===== config.mk =====
export PLATFORM = sky130hd
export DESIGN_NAME = controle_recarga_tiro
export DESIGN_NICKNAME = d
export VERILOG_FILES = /design/src/rtl/controle_recarga_tiro.sv
export SDC_FILE = /design/constraint.sdc
export NUM_CORES = 1
export LEC_CHECK = 0
export ABC_CLOCK_PERIOD_IN_PS = 2040
export BUFFER_PORTS_ARGS = -buffer_cell sky130_fd_sc_hd__buf_4
export CAP_MARGIN = 25
export CORE_AREA = 2 2 59 61
export DETAILED_ROUTE_END_ITERATION = 10
export DIE_AREA = 0 0 61 63
export PLACE_DENSITY = 0.75
export SKIP_CTS_REPAIR_TIMING = 1
export SYNTH_ARGS = -nofsm -noshare
export SYNTH_HDL_FRONTEND = slang
export SYNTH_SLANG_ARGS = --single-unit

===== constraint.sdc =====
create_clock -name clk -period 2.04 [get_ports clk]
set_input_delay 0.204 -clock clk [delete_from_list [all_inputs] [get_ports clk]]
set_output_delay 0.204 -clock clk [all_outputs]
set_load 0.05 [all_outputs]

===== src/rtl/controle_recarga_tiro.sv =====
// Shot-charge controller in front of a 16x2-bit RAM: init, fire and periodic refill sweeps.
// Optional shot counter output db_total_tiros is enabled by defining CONTADOR_TIROS_EN.
module controle_recarga_tiro #(
  parameter int CARGA_MAX      = 2,
  parameter int RECARGA_CICLOS = 50000,
  parameter int TIMER_W        = 16
) (
  input  logic       clk,
  input  logic       reset,
  input  logic       pedido_tiro,
  input  logic [3:0] slot,
  output logic       mem_we,
  output logic [3:0] mem_addr,
  output logic [1:0] mem_data,
  input  logic [1:0] mem_q,
  output logic       pronto,
  output logic       ocupado,
  output logic       tiro_ok,
  output logic       tiro_negado,
  output logic [1:0] carga_atual
`ifdef CONTADOR_TIROS_EN
  ,
  output logic [7:0] db_total_tiros
`endif
);

  localparam logic [1:0] L_MAX = 2'(CARGA_MAX);
  localparam logic [TIMER_W-1:0] L_TOP =
    TIMER_W'(RECARGA_CICLOS - 1);

  typedef enum logic [2:0] {
    INICIAL,
    OCIOSO,
    LE_TIRO,
    ESCREVE_TIRO,
    LE_RECARGA,
    ESCREVE_RECARGA
  } estado_t;

  estado_t            r_estado;
  logic [3:0]         r_idx;
  logic [3:0]         r_slot;
  logic [TIMER_W-1:0] r_timer;
  logic               r_pend;
  logic               r_da_recarga;
  logic               r_pronto;
  logic               r_tiro_ok;
  logic               r_tiro_negado;
  logic [1:0]         r_carga;

  logic       w_we;
  logic [3:0] w_addr;
  logic [1:0] w_data;
  logic       w_expira;
  logic       w_inicia;

  assign w_expira = r_pronto && (r_timer == L_TOP);
  assign w_inicia = (r_estado == OCIOSO) &&
                    !pedido_tiro && r_pend;

  // RAM write path follows mem_q in the same cycle
  always_comb begin
    w_we   = 1'b0;
    w_addr = r_idx;
    w_data = L_MAX;
    unique case (r_estado)
      INICIAL: w_we = 1'b1;
      LE_TIRO: w_addr = r_slot;
      ESCREVE_TIRO: begin
        w_addr = r_slot;
        w_we   = (mem_q != 2'd0);
        w_data = mem_q - 2'd1;
      end
      ESCREVE_RECARGA: begin
        w_we   = (mem_q < L_MAX);
        w_data = mem_q + 2'd1;
      end
      default: ;
    endcase
  end

  assign mem_we   = w_we & ~reset;
  assign mem_addr = w_addr;
  assign mem_data = w_data;

  assign pronto      = r_pronto;
  assign ocupado     = !((r_estado == OCIOSO) ||
                         (r_estado == ESCREVE_RECARGA));
  assign tiro_ok     = r_tiro_ok;
  assign tiro_negado = r_tiro_negado;
  assign carga_atual = r_carga;

`ifdef CONTADOR_TIROS_EN
  logic [7:0] r_tiros;
  assign db_total_tiros = r_tiros;
`endif

  always_ff @(posedge clk) begin
    if (reset) begin
      r_estado      <= INICIAL;
      r_idx         <= 4'd0;
      r_slot        <= 4'd0;
      r_timer       <= '0;
      r_pend        <= 1'b0;
      r_da_recarga  <= 1'b0;
      r_pronto      <= 1'b0;
      r_tiro_ok     <= 1'b0;
      r_tiro_negado <= 1'b0;
      r_carga       <= 2'd0;
`ifdef CONTADOR_TIROS_EN
      r_tiros       <= 8'd0;
`endif
    end else begin
      r_tiro_ok     <= 1'b0;
      r_tiro_negado <= 1'b0;

      if (r_pronto) begin
        if (r_timer == L_TOP) r_timer <= '0;
        else r_timer <= r_timer + TIMER_W'(1);
      end

      // a fresh expiry wins over the clear of the one being consumed
      if (w_expira) r_pend <= 1'b1;
      else if (w_inicia) r_pend <= 1'b0;

      unique case (r_estado)
        INICIAL: begin
          if (r_idx == 4'd15) begin
            r_idx    <= 4'd0;
            r_pronto <= 1'b1;
            r_estado <= OCIOSO;
          end else begin
            r_idx <= r_idx + 4'd1;
          end
        end
        OCIOSO: begin
          if (pedido_tiro) begin
            r_slot       <= slot;
            r_da_recarga <= 1'b0;
            r_estado     <= LE_TIRO;
          end else if (r_pend) begin
            r_idx    <= 4'd0;
            r_estado <= LE_RECARGA;
          end
        end
        LE_TIRO: r_estado <= ESCREVE_TIRO;
        ESCREVE_TIRO: begin
          r_carga <= mem_q;
          if (mem_q != 2'd0) begin
            r_tiro_ok <= 1'b1;
`ifdef CONTADOR_TIROS_EN
            if (r_tiros != 8'hFF)
              r_tiros <= r_tiros + 8'd1;
`endif
          end else begin
            r_tiro_negado <= 1'b1;
          end
          r_estado <= r_da_recarga ? LE_RECARGA : OCIOSO;
        end
        LE_RECARGA: r_estado <= ESCREVE_RECARGA;
        ESCREVE_RECARGA: begin
          if (r_idx == 4'd15) begin
            r_idx    <= 4'd0;
            r_estado <= OCIOSO;
          end else begin
            r_idx <= r_idx + 4'd1;
            if (pedido_tiro) begin
              r_slot       <= slot;
              r_da_recarga <= 1'b1;
              r_estado     <= LE_TIRO;
            end else begin
              r_estado <= LE_RECARGA;
            end
          end
        end
        default: r_estado <= INICIAL;
      endcase
    end
  end

endmodule


==> results.md, run 1 <==
* Top_reg_cell synth: dfxtp_1
* Hold Startpoint: mem_q[1]
* Setup ws final at -0.196 ns
* Num CTS Buffers at 5
* Critical path peak fanout at 2
* Slew Limit Fails at 0
* Cells after Synth at 196
* Net count, final at 234
* Most common cell after layout, fill and taps aside: dfxtp_1
* HP Class: in -> reg
* Clock Path Buffers at 2
* F_max at 0.447 GHz
* Vias per std cell at 5.60
* Top routing layer used: met4
* Synth warnings at 0
* Top cell type by total area after synthesis: dfxtp_1
* # H-tree levels at 2
* Slowest stage cell on the critical path: dfxtp_2
* Required time of the critical path at 1.84 ns
* Worst slew pin tran at 0.489 ns
* Failing checks: setup timing
* Ant. Diodes at 0
* Setup_tns at -0.196 ns
* FF-to-FF End: r_timer[15]
* Post-synth ARST share at 0%
* Status: complete, but fails checks
* Peak VDD IR at 0.615 mV
* Syn-to-layout area delta at 16.7%
* Post-synth EDFFs at 0
* Initial Util at 53.6%
* Final hold vios at 0
* Yosys reg bits at 34
* Fin crit share at 110%
* Post-synthesis sequential area ratio at 39.3%
* Met3 wire len at 164 um
* Worst Hold Slack at 0.0756 ns
* Detailed placement HPWL at 2.54 mm
* Synthesized area at 0.00173 sq mm
* Drt drc at 0
* Critical path arrival at 2.03 ns
* Row count at 21
* Initial antenna violation count at 0
* Post-synth top area share at 39.3%
* Post-Syn Nets at 208
* Leak at 0.844 nW
* Via count at 1495
* Post-synth cell types at 42
* Worst Setup Start Kind: flop
* Number of global-route vias before repair at 1401
* First-pass iteration count of the detailed router at 5
* Total Wirelength at 3.44 mm
* Global-route wire length before repair at 6.08 mm
* Cell count of the worst hold path at 2
* TritonCTS Sinks at 34
* Clk_skew at 0.00857 ns
* Largest net degree at the start of global routing at 23
* Met2 Wirelength at 1.61 mm
* Max cap viols at 0
* Min-Delay Endpoint: tiro_negado
* Synth area leaders: dfxtp_1 39%, nor2_1 7.2%, xnor2_1 5.6%, mux2i_1 4.6%, a21oi_1 2.6%
* Global-route usage over all layers at 20.7%
* Final setup vio count at 1
* DR WL/cell at 12.9 um
* Top-Level Pins at 22
* Core area at 0.00323 sq mm
* Avg Cell Area, Syn at 8.84 sq um
* PD cells at 720 mW/mm^2
* CTS tree: done
* Initial DRC count at 43
* Worst-Skew Late Latency at 0.33 ns
* WS Path Type: reg -> out
* Min Tclk post-route at 2.24 ns
* Reg-to-reg startpoint: r_timer[0]
* Unrepaired setup endpoints after global routing: yes
* CP endpoint kind: output port
* R2R setup slack at 0.28 ns
* Commonest non-fill, non-tap cells in the layout: 33 x dfxtp_1, 32 x nor2_1, 29 x buf_4
* Final ANT Viol Nets at 0
* Width of the die at 61 um
* Die Y at 63 um
* Worst stage delay on the critical path at 0.34 ns
* GPL Wtd Cong at 0.824
* Share of cells above drive strength 1 at 24.4%
* R2R cell count at 5
* Number of buffers added on ports at 21
* Crit path cell chain: and2b_1 -> and2_1 -> ha_2 -> or3_1 -> a22o_1 -> a21oi_2 -> nor2_2 -> buf_6
* Clk pin slew, worst setup/hold paths at 0.10 ns
* Slew headroom at 67.1%
* Met1 WL at 1.61 mm
* Die area at 0.00384 sq mm
* Total gr overflow at 0
* Root Buffer: clkbuf_4
[how the worst max path moves through the flow]
stage / cells past startpoint / slack [ns] / to / start
2_1_floorplan: 8 / 0.09 / mem_we / r_estado[0]
3_3_place_gp: 8 / 0.16 / mem_we / r_estado[1]
3_5_place_dp: 8 / 0.1 / mem_we / r_estado[1]
4_1_cts: 8 / -0.29 / mem_we / r_estado[1]
5_1_grt: 8 / -0.28 / mem_we / r_estado[1]
6_report: 8 / -0.20 / mem_we / r_estado[1]
[critical path: cells and delay by family, from the launching register on]
kind | cells | cell delay, ns
AND/OR/NAND/NOR | 4 | 0.70
AO/OA/AOI/OAI | 2 | 0.34
adder cells (fa/ha/maj) | 1 | 0.17
buffers and inverters | 1 | 0.15
flip-flops | 1 | 0.34
[synthesized netlist by cell type (3+ instances only)]
cell       n
a21oi_1    9
buf_2      5
buf_4      3
dfxtp_1   34
ha_1       3
inv_1      3
mux2_2     4
mux2i_1    8
nand2_1    8
nand2b_1   3
nand3_1    9
nand4_1    6
nor2_1    33
nor2b_1    4
nor3_1     9
nor4_1     6
xnor2_1   11
xor2_1     5
[registers in the layout (all words and copies together) (netlist names), 2 cells and up]
register     flops
r_idx            4
carga_atual      2
r_timer         16
r_estado         3
r_slot           4
[cell families after synthesis]
| logic type | count (synthesis) | synth area share (%) |
|---|---|---|
| adders and majority gates | 3 | 2.17 |
| and+or+nand+nor | 96 | 30.6 |
| xor gates and xnor gates | 16 | 8.09 |
| DFF | 34 | 39.3 |
| buffers and inverters | 14 | 4.48 |
| AOI/OAI and AO/OA | 20 | 7.30 |
| muxes | 13 | 8.09 |
[area by class of cell]
class                      count  area, sq um
multi-input combinational    148          990
sequential                    34          682
clock buffer                   6         51.3
fill                         305         1210
timing repair buffer          30          229
tap                           46         57.6
inverter                       3         11.3
[through the flow]
stage	instance area, sq um	power [mW]	utilization [%]	setup slack [ns]	std cells
after floorplan	1730	0.992	-	0.0920	196
after global placement	1940	1.09	59.9	0.161	259
after detailed placement	1940	1.09	59.9	0.0985	259
after CTS	1990	1.45	61.5	-0.288	265
after global routing	2020	1.54	62.5	-0.282	267
final	2020	1.46	62.5	-0.196	267
[power by group]
part	total [mW]	leakage (nW)	internal [mW]	switching, mW
logic	0.374	0.539	0.151	0.223
registers	0.720	0.275	0.693	0.0272
clock network	0.361	0.0302	0.155	0.206
total	1.46	0.844	0.999	0.456
[layer usage]
metal  vias to the layer above  GRT usage, %
met2                        40          33.1
met5                         -             0
met4                         0          6.52
met1                       713          26.5
met3                         6          5.80
li1                        736             -
(Power assumes the default switching activity.)
==> run 2, diff against run 1 <==
--- a/config.mk
+++ b/config.mk
@@ -8,10 +8,12 @@
 export ABC_CLOCK_PERIOD_IN_PS = 2040
 export BUFFER_PORTS_ARGS = -buffer_cell sky130_fd_sc_hd__buf_4
 export CAP_MARGIN = 25
-export CORE_AREA = 2 2 59 61
+export CELL_PAD_IN_SITES_DETAIL_PLACEMENT = 0
+export CELL_PAD_IN_SITES_GLOBAL_PLACEMENT = 1
+export CORE_AREA = 2 2 67 69
 export DETAILED_ROUTE_END_ITERATION = 10
-export DIE_AREA = 0 0 61 63
-export PLACE_DENSITY = 0.75
+export DIE_AREA = 0 0 69 71
+export PLACE_DENSITY = 0.87
 export SKIP_CTS_REPAIR_TIMING = 1
 export SYNTH_ARGS = -nofsm -noshare
 export SYNTH_HDL_FRONTEND = slang
==> results.md, run 2 (same netlist as run 1, synthesis figures left out) <==
* Worst stage delay on the critical path at 0.34 ns
* Failing checks: setup timing
* GPL Wtd Cong at 0.804
* Worst Setup Start Kind: flop
* Critical path peak fanout at 2
* Vias per std cell at 5.25
* Width of the die at 69 um
* Global-route usage over all layers at 14.7%
* Die Y at 71 um
* Sequential cell area at 682 sq um
* First-pass iteration count of the detailed router at 4
* Row count at 24
* Clk pin slew, worst setup/hold paths at 0.07 ns
* CP endpoint kind: output port
* Fin crit share at 106%
* Drt drc at 0
* Number of global-route vias before repair at 1333
* Final ANT Viol Nets at 0
* Global-route wire length before repair at 5.81 mm
* Worst slew pin tran at 0.386 ns
* Syn-to-layout area delta at 18.6%
* Core area at 0.00420 sq mm
* Top-Level Pins at 22
* Fill count at 410
* # H-tree levels at 2
* Peak VDD IR at 0.396 mV
* Finished Layout Cells at 273
* Largest net degree at the start of global routing at 23
* Status: complete, but fails checks
* Slew headroom at 74.1%
* Met1 GRT Util at 18.5%
* Total gr overflow at 0
* Final hold vios at 0
* Met2 GRT Util at 23.2%
* Root Buffer: clkbuf_8
* Max FFs per register at 16
* Area occupied by multi-input gates at 995 sq um
* Slowest stage cell on the critical path: or3_1
* PD cells at 763 mW/mm^2
* Share of cells above drive strength 1 at 24.4%
* Dpl ws at 0.130 ns
* Via count at 1434
* Final setup vio count at 1
* Clock Path Buffers at 2
* TritonCTS Sinks at 34
* Detailed placement HPWL at 2.35 mm
* Max cap viols at 0
* Required time of the critical path at 1.84 ns
* Leak at 0.854 nW
* Worst-Skew Late Latency at 0.29 ns
* Setup ws final at -0.116 ns
* Slew Limit Fails at 0
* Number of buffers added on ports at 21
* Placed cell count at 264
* Net count, final at 233
* Num CTS Buffers at 5
* HP Class: in -> reg
* Die area at 0.00490 sq mm
* F_max at 0.464 GHz
* Initial antenna violation count at 0
* Most common cell after layout, fill and taps aside: dfxtp_1
* WS Path Type: reg -> out
* CTS tree: done
* Ant. Diodes at 0
* M3 GR Usage at 3.28%
* Total Wirelength at 3.42 mm
* GRT busiest layer: met2
* Commonest non-fill, non-tap cells in the layout: 33 x dfxtp_1, 32 x nor2_1, 28 x buf_4
* Critical path arrival at 1.95 ns
* Fin util at 48.8%
* Initial DRC count at 52
* Worst Hold Slack at 0.122 ns
* Largest Register: r_timer
* Unrepaired setup endpoints after global routing: yes
* Biggest regs: r_timer (16), r_idx (4), r_slot (4)
* Clk_skew at 0.00494 ns
* Initial Util at 41.2%
* DR WL/cell at 12.5 um
* Min Tclk post-route at 2.16 ns
* Crit path cell chain: and2b_1 -> and2_4 -> ha_4 -> or3_1 -> a22o_1 -> a21oi_2 -> nor2_2 -> buf_6
[run 2: path summary, 6_finish.rpt]
path / from / to / slack [ns] / cells past startpoint
worst max-delay path: r_estado[1] / mem_we / -0.12 / 8
worst min-delay path: mem_q[1] / tiro_negado / 0.12 / 2
worst max register to register: r_timer[0] / r_timer[15] / 0.33 / 5
worst min register to register: r_slot[1] / r_slot[1] / 0.50 / 2
[run 2: worst max-delay path: cells and delay by family (launching register included)]
kind,cells,cell delay [ns]
AND/OR/NAND/NOR,4,0.71
AO/OA/AOI/OAI,2,0.33
flip-flops,1,0.32
adder cells (fa/ha/maj),1,0.15
buffers and inverters,1,0.15
[run 2: cell type report]
cell class | instances | area share [%]
inverter | 3 | 0.548
sequential | 34 | 33.2
timing repair buffer | 29 | 10.8
tap | 52 | 3.17
clock inverter | 2 | 0.488
multi-input combinational | 148 | 48.4
clock buffer | 5 | 3.35
[run 2: through the flow]
| step | total power [mW] | area [sq um] | setup TNS [ns] |
|---|---|---|---|
| 4_1_cts | 1.58 | 2010 | -0.189 |
| 2_1_floorplan | 0.992 | 1730 | 0 |
| 6_report | 1.57 | 2050 | -0.116 |
| 5_1_grt | 1.65 | 2050 | -0.198 |
| 3_5_place_dp | 1.10 | 1940 | 0 |
| 3_3_place_gp | 1.10 | 1940 | 0 |
[run 2: report_power, final]
| part | leakage (nW) | total, mW | switching, mW | internal (mW) |
|---|---|---|---|---|
| Sequential | 0.275 | 0.720 | 0.0268 | 0.693 |
| Clock | 0.0438 | 0.464 | 0.235 | 0.229 |
| Combinational | 0.535 | 0.382 | 0.227 | 0.155 |
[run 2: per-layer routing]
layer / vias to the layer above / wire, um
li1: 736 / -
met1: 653 / 1680
met2: 38 / 1480
met3: 7 / 164
met4: 0 / 91
met5: - / 0
